==> config.mk <==
export PLATFORM = sky130hd
export DESIGN_NAME = fsm_3_flat
export DESIGN_NICKNAME = d
export VERILOG_FILES = /design/src/rtl/fsm_3_if.sv /design/src/rtl/fsm_3.sv /design/src/flat_wrapper.sv
export SDC_FILE = /design/constraint.sdc
export NUM_CORES = 1
export LEC_CHECK = 0
export ABC_AREA = 1
export CAP_MARGIN = 10
export CORE_MARGIN = 2
export CORE_UTILIZATION = 53
export CTS_CLUSTER_DIAMETER = 60
export DETAILED_ROUTE_END_ITERATION = 10
export PLACE_DENSITY = 0.78
export SLEW_MARGIN = 10
export SYNTH_ARGS = -nofsm -noshare
export SYNTH_HDL_FRONTEND = slang
export SYNTH_SLANG_ARGS = --single-unit
==> constraint.sdc <==
create_clock -name clk -period 1.8 [get_ports clk]
set_input_delay 0.45 -clock clk [delete_from_list [all_inputs] [get_ports clk]]
set_output_delay 0.45 -clock clk [all_outputs]
set_load 0.1 [all_outputs]
==> src/rtl/fsm_3_if.sv <==
// Bus between fsm_3 and its client: conversion request, operand, BCD result and status.
// The master drives start/a; the slave (fsm_3) returns the digits, busy/done and a state tap.
interface fsm_3_if;
    // start is a request sampled only while busy is low. A request seen on a clock
    // edge with busy low is accepted on that edge. busy then stays high until
    // done pulses. Requests made while busy is high are dropped, not queued.
    logic       start;
    logic [7:0] a;
    logic [3:0] x;
    logic [3:0] y;
    logic [3:0] z;
    logic       busy;
    logic       done;
    logic       dbg_conv;

    modport master (
        output start, a,
        input  x, y, z, busy, done, dbg_conv
    );

    modport slave (
        input  start, a,
        output x, y, z, busy, done, dbg_conv
    );
endinterface

==> src/rtl/fsm_3.sv <==
// Sequential 8-bit binary to 3-digit BCD converter (double-dabble, one bit per clock).
// Optional macro FSM_3_AUTOSTART_EN: convert automatically whenever the operand changes.
module fsm_3 (
    input  logic   clk,
    input  logic   rst,
    fsm_3_if.slave bus
);

    typedef enum logic {
        IDLE = 1'b0,
        CONV = 1'b1
    } state_t;

    state_t      state_q, state_d;
    logic [19:0] sr_q, sr_d;
    logic [2:0]  cnt_q, cnt_d;
    logic [3:0]  x_q, x_d;
    logic [3:0]  y_q, y_d;
    logic [3:0]  z_q, z_d;
    logic        done_q, done_d;
    logic [19:0] sr_adj;
    logic [19:0] sr_shift;
    logic        launch;

    function automatic logic [3:0] add3(input logic [3:0] n);
        return (n >= 4'd5) ? n + 4'd3 : n;
    endfunction

    // Correct every BCD nibble before the shift so a doubled digit carries properly.
    always_comb begin
        sr_adj   = {add3(sr_q[19:16]), add3(sr_q[15:12]), add3(sr_q[11:8]), sr_q[7:0]};
        sr_shift = sr_adj << 1;
    end

`ifdef FSM_3_AUTOSTART_EN
    logic [7:0] last_a_q, last_a_d;
    logic       first_q, first_d;

    assign launch = first_q || (bus.a != last_a_q);

    always_comb begin
        last_a_d = last_a_q;
        first_d  = first_q;
        if ((state_q == IDLE) && launch) begin
            last_a_d = bus.a;
            first_d  = 1'b0;
        end
    end

    always_ff @(posedge clk or posedge rst) begin
        if (rst) begin
            last_a_q <= 8'd0;
            first_q  <= 1'b1;
        end else begin
            last_a_q <= last_a_d;
            first_q  <= first_d;
        end
    end
`else
    assign launch = bus.start;
`endif

    always_comb begin
        state_d = state_q;
        sr_d    = sr_q;
        cnt_d   = cnt_q;
        x_d     = x_q;
        y_d     = y_q;
        z_d     = z_q;
        done_d  = 1'b0;
        case (state_q)
            IDLE: begin
                if (launch) begin
                    sr_d    = {12'd0, bus.a};
                    cnt_d   = 3'd0;
                    state_d = CONV;
                end
            end
            CONV: begin
                sr_d  = sr_shift;
                cnt_d = cnt_q + 3'd1;
                // Last bit shifted in: publish all three digits at once.
                if (cnt_q == 3'd7) begin
                    x_d     = sr_shift[19:16];
                    y_d     = sr_shift[15:12];
                    z_d     = sr_shift[11:8];
                    done_d  = 1'b1;
                    state_d = IDLE;
                end
            end
        endcase
    end

    always_ff @(posedge clk or posedge rst) begin
        if (rst) begin
            state_q <= IDLE;
            sr_q    <= 20'd0;
            cnt_q   <= 3'd0;
            x_q     <= 4'd0;
            y_q     <= 4'd0;
            z_q     <= 4'd0;
            done_q  <= 1'b0;
        end else begin
            state_q <= state_d;
            sr_q    <= sr_d;
            cnt_q   <= cnt_d;
            x_q     <= x_d;
            y_q     <= y_d;
            z_q     <= z_d;
            done_q  <= done_d;
        end
    end

    assign bus.x        = x_q;
    assign bus.y        = y_q;
    assign bus.z        = z_q;
    assign bus.done     = done_q;
    assign bus.busy     = (state_q == CONV);
    assign bus.dbg_conv = (state_q == CONV);

endmodule

==> src/flat_wrapper.sv <==
// flat-port wrapper written by rule: the top's interface ports become plain ports
module fsm_3_flat 
  (clk, rst, bus_start, bus_a, bus_x, bus_y, bus_z, bus_busy, bus_done, bus_dbg_conv);
  fsm_3_if bus_i ();
  input  logic clk;
  input  logic rst;
  input wire logic [$bits(bus_i.start)-1:0] bus_start;
  input wire logic [$bits(bus_i.a)-1:0] bus_a;
  output wire logic [$bits(bus_i.x)-1:0] bus_x;
  output wire logic [$bits(bus_i.y)-1:0] bus_y;
  output wire logic [$bits(bus_i.z)-1:0] bus_z;
  output wire logic [$bits(bus_i.busy)-1:0] bus_busy;
  output wire logic [$bits(bus_i.done)-1:0] bus_done;
  output wire logic [$bits(bus_i.dbg_conv)-1:0] bus_dbg_conv;
  assign bus_i.start = bus_start;
  assign bus_i.a = bus_a;
  assign bus_x = bus_i.x;
  assign bus_y = bus_i.y;
  assign bus_z = bus_i.z;
  assign bus_busy = bus_i.busy;
  assign bus_done = bus_i.done;
  assign bus_dbg_conv = bus_i.dbg_conv;
  fsm_3 u_core (.clk(clk), .rst(rst), .bus(bus_i));
endmodule
# --- After elaboration in Yosys (flattened, before gate mapping) ---
# Index checks and enable logic that the tools add are counted.
word_totals:
  output_inout_bits: 15
  reg_bits: 37
  wordCells: 30
  in_bits: 11
classes:
  reduce_logical: 1
  n_addsub: 4
  n_mux: 12
  n_bitwise: 1
  order_cmp: 3
  n_eq_ne: 2
op_table:
  columns: ["cell", "n"]
  rows:
  - ["20-bit one-hot mux with 2 select lines", 1]
  - ["20-bit two-way mux", 1]
  - ["4-bit by 3-bit greater-or-equal comparator with 1-bit output (second input constant)", 3]
  - ["4-bit by 2-bit adder with 4-bit output (second input constant)", 2]
  - ["4-bit two-way mux", 2]
  - ["3-bit two-way mux", 2]
  - ["3-bit one-hot mux with 2 select lines", 1]
  - ["1-bit two-way mux", 4]
  - ["3-bit by 1-bit adder with 3-bit output (second input constant)", 1]
  - ["3-bit by 2-bit adder with 3-bit output (second input constant)", 1]
  - ["3-bit == test (second input constant)", 1]
  - ["2-bit != test (second input constant)", 1]
  - ["1-bit one-hot mux with 2 select lines", 1]
  - ["2-bit AND reduction", 1]
  - ["1-bit NOT", 1]

# --- Logic depth before layout (Yosys ltp) ---
# Gate-level depths: netlist of run 1.
logic_depth:
  ltp_word: 3
  ltp_mapped: 9
  depth_no_buf: 9

# --- Worst setup path before layout of run 1 ---
# No wires, ideal clock.
synth_timing:
  path_kind: "flip-flop to output port"
  from: "reg u_core.state_q, in the netlist u_core.bus.busy"
  to: "out bus_dbg_conv"
  stages_incl_launch_ff: 2
  setup_slack_ps: -51
  arrival_time_ps: 1401
  required_time_ps: 1350
  n_path_buf: 1
  cell_sequence: "dfrtp_1 buf_4"
synth_lines:
  columns: ["item", "line_no", "source"]
  rows:
  - ["start, declared", "fsm_3.sv:14", "state_t state_q, state_d;"]
  - ["start signal, assigned", "fsm_3.sv:104", "state_q <= state_d;"]
  - ["end, declared", "flat_wrapper.sv:14", "output wire logic [$bits(bus_i.dbg_conv)-1:0] bus_dbg_conv;"]
# No word-level cell between the ends.

# --- Worst setup path after layout of run 1 ---
layout_timing:
  from: "reg u_core.state_q, in the netlist u_core.bus.busy"
  to: "out bus_busy"
layout_lines:
  columns: ["item", "line_no", "source"]
  rows:
  - ["end, declared", "flat_wrapper.sv:12", "output wire logic [$bits(bus_i.busy)-1:0] bus_busy;"]
# No word-level cell between the ends.

==> flow_summary.toml, run 1 <==
[run_status]
outcome = "finished, final reports clean"

[sta]
timing_hold_violations_final = 0
worstMarginPinSlew_ns = 0.347
timing.fmax_mhz = 613
max_slew_margin_pct = 76.6
skew_ns = 0.00708
tns_ns = 0
fin_crit_sh_pct = 90.7
fin_crit_ns = 1.63
grt_setup_unrepaired = "no"
fin_hold_ws_ns = 0.427
slew_violations = 0
finalSetupViolCount = 0

[synth]
synth.top_cell.area_share_pct = 52.7
syn_nets = 227
ys_top_cells_by_area = "dfrtp_1 (53%), nand2_1 (18%), nand3_1 (6.8%)"
ys_types = 20
yosysSeqAreaShare_pct = 52.7
synth.cell_area_um2 = 1760
yosysTopAreaCell = "dfrtp_1"
yosys_register_bits = 37
syn_avg_cell_area_um2 = 8.45
yosys_warnings = 0
synthCells = 208

[setup_path]
r2r_slack_ns = 0.39
reg2reg_depth = 8
crit_family = "flip-flops"
max_stage_delay_ns = 0.60
worstSetupPathType = "reg2out"
required_ns = 1.35
crit_buf_inv = 1
path_max_fanout = 13
regToRegEndpoint = "u_core.sr_q[9]"
r2r-start = "u_core.sr_q[8]"
crit_path_top_delay_cell = "dfrtp_2"
cp.arrival_ns = 1.18
endpoint_kind = "primary output"
worstSetupStartpointType = "flip-flop"
crit_path_cell_trace = "buf_12"

[grt]
use_met1_pct = 28.0
top_usage_layer = "met2"
grt_max_degree = 38
use_met2_pct = 31.9
grt_pass1_wl_um = 5760
antenna_found_initial = 0
grt_pass1_vias = 1330
gr-usage-met3_pct = 6.72
grt_overflow_total = 0
gr-usage-all-layers_pct = 21.2

[route]
dr.first_iter.drc_count = 56
drc = 0
viasPerCell = 5.19
ant_nets = 0
via_count = 1464
routed_wl_um = 3500
wl_per_cell_um = 12.4
drt_pass1_iterations = 4

[die]
dieArea_um2 = 3790
fp-row-count = 20
die_w_um = 61.6
coreArea_um2 = 3100
start_util_pct = 56.7
io_pins = 26
die_h_um = 61.6

[cts]
path_clk_slew_ns = 0.11
cts_resized = 0
numCtsBuffers = 5
post_cts.repair.setup_buffers = 0
cts-root-buf = "clkbuf_4"
cts_tree = "built"
clock_path_buffers = 2
cts_sinks = 37
h-tree-depth = 2
holdBufCountCts = 0
clk_latency_ns = 0.35

[layout]
syn2layout_area_growth_pct = 30.2
drive_gt1_share_pct = 13.4
multi_input_area_um2 = 708
final_nets = 256
diodes = 0
n_fill_cell = 245
seqCellArea_um2 = 927

[placement]
port_buffers = 25
hpwl_um = 2490
place_congestion = 0.808

[job]
maxCapViolCount = 0

[hold_path]
worst_hold_path_type = "in2async"
-- cell usage after synthesis, drive strengths merged --
| cell | number |
|---|---|
| nor2 | 5 |
| buf | 6 |
| inv | 20 |
| a22o | 3 |
| o21ai | 9 |
| nand2 | 85 |
| nand4 | 6 |
| a21oi | 1 |
| dfrtp | 37 |
| nand3 | 24 |
| o211ai | 1 |
| ha | 8 |
| o22ai | 3 |
-- routing by layer --
layer	wire length, µm	share of wire [%]
met5	0	0
met4	87	2.5
met3	173	4.9
met2	1660	48
met1	1570	45
-- worst max-delay path by stage --
| stage | from | to | slack (ns) | depth (start not counted) |
|---|---|---|---|---|
| detailed placement | bus_start | u_core.sr_q[0] | 0.25 | 5 |
| global route | u_core.bus.busy | bus_dbg_conv | 0.14 | 1 |
| global placement | bus_start | u_core.sr_q[0] | 0.27 | 5 |
| finish | u_core.bus.busy | bus_busy | 0.17 | 1 |
| floorplan | u_core.bus.busy | bus_dbg_conv | 0.27 | 1 |
| CTS | u_core.bus.busy | bus_busy | 0.17 | 1 |
-- flip-flops by register name, summed over array words and instances (netlist names) --
signal / cells
u_core.bus.y: 4
u_core.bus.z: 4
u_core.bus.done: 1
u_core.bus.busy: 1
u_core.bus.x: 4
u_core.sr_q: 20
u_core.cnt_q: 3
-- logic make-up after synthesis --
family / Yosys count / share of synthesized area, %
and+or+nand+nor: 120 / 28.8
DFF: 37 / 52.7
buffers and inverters: 26 / 7.05
AOI/OAI and AO/OA: 17 / 5.84
adders and majority gates: 8 / 5.69
-- cell usage in the layout, fill, tap and decap left out --
cell type and instances:
nand2_1 83, dfrtp_1 36, nand3_1 24, inv_1 16, buf_12 16, clkdlybuf4s50_1 10, ha_1 8, o21ai_0 6
nand4_1 6, nor2_1 5, clkbuf_4 5, inv_2 3, a22o_1 3, o21ai_1 3, o22ai_1 3, buf_4 2
nand2_4 1, inv_4 1, nand2_2 1, o211ai_1 1, a21oi_1 1, clkbuf_8 1, bufinv_16 1, clkbuf_1 1
dfrtp_2 1
-- metrics by stage --
stage               setup slack [ns]  instance area [µm²]  util, %  cells
global route                   0.140                 2290     73.8    282
finish                         0.168                 2290     73.8    282
global placement               0.275                 2200     71.0    274
detailed placement             0.254                 2200     71.0    274
CTS                            0.167                 2290     73.8    282
floorplan                      0.267                 1760        -    208
-- cell type report --
| class | count | share of cell area [%] |
|---|---|---|
| Tap cell | 44 | 2.41 |
| Clock inverter | 1 | 1.31 |
| Sequential cell | 37 | 40.5 |
| Inverter | 20 | 3.39 |
| Multi-Input combinational cell | 145 | 30.9 |
| Clock buffer | 7 | 2.41 |
| Timing Repair Buffer | 28 | 19.0 |
Power of run 1 is not shown: default switching activity piles up to over one toggle a cycle in this logic, so the estimate is an artifact.
==> inputs of run 2 (changes only) <==
CORE_UTILIZATION = 35   (was 53)
GPL_ROUTABILITY_DRIVEN = 0   (was not set)
PLACE_DENSITY = not set   (was 0.78)
PLACE_DENSITY_LB_ADDON = 0.1   (was not set)
==> flow_summary.toml, run 2 (synthesis results as in run 1) <==
[layout]
final_util_pct = 48.3
largest_reg_flops = 20
syn2layout_area_growth_pct = 31.5
drive_gt1_share_pct = 12.6
layout_commonest_cell = "nand2_1"
regMostFlops = "u_core.sr_q"
diodes = 0
layout_common_cells = "nand2_1 (83), dfrtp_1 (36), nand3_1 (24)"
final_nets = 256

[route]
drt_pass1_iterations = 4
ant_nets = 0
dr.first_iter.drc_count = 150
wl_per_cell_um = 11.7
viasPerCell = 4.67
routed_wl_um = 3560
drc = 0
via_count = 1425

[die]
fp-row-count = 25
start_util_pct = 36.7
die_w_um = 74.9
coreArea_um2 = 4790
io_pins = 26
die_h_um = 74.9
dieArea_um2 = 5610

[cts]
cts_resized = 0
numCtsBuffers = 5
cts_tree = "built"
cts_sinks = 37
clock_path_buffers = 2
h-tree-depth = 2
holdBufCountCts = 0
path_clk_slew_ns = 0.07
cts-root-buf = "clkbuf_8"
clk_latency_ns = 0.28
post_cts.repair.setup_buffers = 0

[grt]
gr-usage-all-layers_pct = 15.0
antenna_found_initial = 0
grt_pass1_vias = 1400
grt_max_degree = 38
grt_overflow_total = 0
grt_pass1_wl_um = 6330

[setup_path]
crit_family = "flip-flops"
worstSetupPathType = "reg2out"
endpoint_kind = "primary output"
crit_path_cell_trace = "buf_12"
cp.arrival_ns = 1.11
crit_buf_inv = 1
path_max_fanout = 14
crit_path_top_delay_cell = "dfrtp_2"
required_ns = 1.35
worstSetupStartpointType = "flip-flop"
max_stage_delay_ns = 0.59

[job]
maxCapViolCount = 0

[sta]
setup_slack_ns = 0.241
fin_crit_ns = 1.56
timing.fmax_mhz = 641
slew_violations = 0
timing_hold_violations_final = 0
fin_crit_sh_pct = 86.6
grt_setup_unrepaired = "no"
fin_hold_ws_ns = 0.487
worstMarginPinSlew_ns = 0.366
max_slew_margin_pct = 75.6
skew_ns = 0.00183
finalSetupViolCount = 0
tns_ns = 0

[placement]
place_ws_ns = 0.258
hpwl_um = 2530
port_buffers = 25

[hold_path]
worst_hold_path_type = "reg2reg"

[run_status]
outcome = "finished, final reports clean"
## run 2: layer usage
layer / up-vias / wire, µm / track usage (%)
li1: 727 / - / -
met1: 668 / 1820 / 21.0
met2: 24 / 1570 / 22.4
met3: 6 / 122 / 4.15
met4: 0 / 51 / 5.36
met5: - / 0 / 0
## run 2: final cells by class
type | count | area (µm²)
multi-input cells | 145 | 708
flip-flops and latches | 37 | 927
fillers | 475 | 2470
inverters | 20 | 77.6
clock buffers | 8 | 80.1
well taps | 67 | 83.8
repair buffers | 28 | 435
## run 2: path summary, 6_finish.rpt
path	startpoint	end	slack [ns]	cells past startpoint
worst min-delay path	u_core.sr_q[4]	u_core.sr_q[4]	0.49	2
min in group asynchronous	rst	u_core.bus.x[0]	0.51	3
worst max register to register	u_core.cnt_q[0]	u_core.bus.z[1]	0.41	6
worst max-delay path	u_core.bus.busy	bus_busy	0.24	1
max in group asynchronous	rst	u_core.bus.busy	1.10	3
worst min register to register	u_core.sr_q[4]	u_core.sr_q[4]	0.49	2
## run 2: through the flow
stage	area, µm²	instances
3_3_place_gp	2230	297
6_report	2310	305
3_5_place_dp	2230	297
2_1_floorplan	1760	208
4_1_cts	2310	305
5_1_grt	2310	305
## run 2: worst register-to-register path, delay by kind of cell, from the launching register on
family | cells | cell delay [ns]
adder cells (fa/ha/maj) | 2 | 0.39
buffers and inverters | 1 | 0.16
flip-flops | 1 | 0.40
AND/OR/NAND/NOR | 3 | 0.34
Power of run 2 is left out for the same reason.
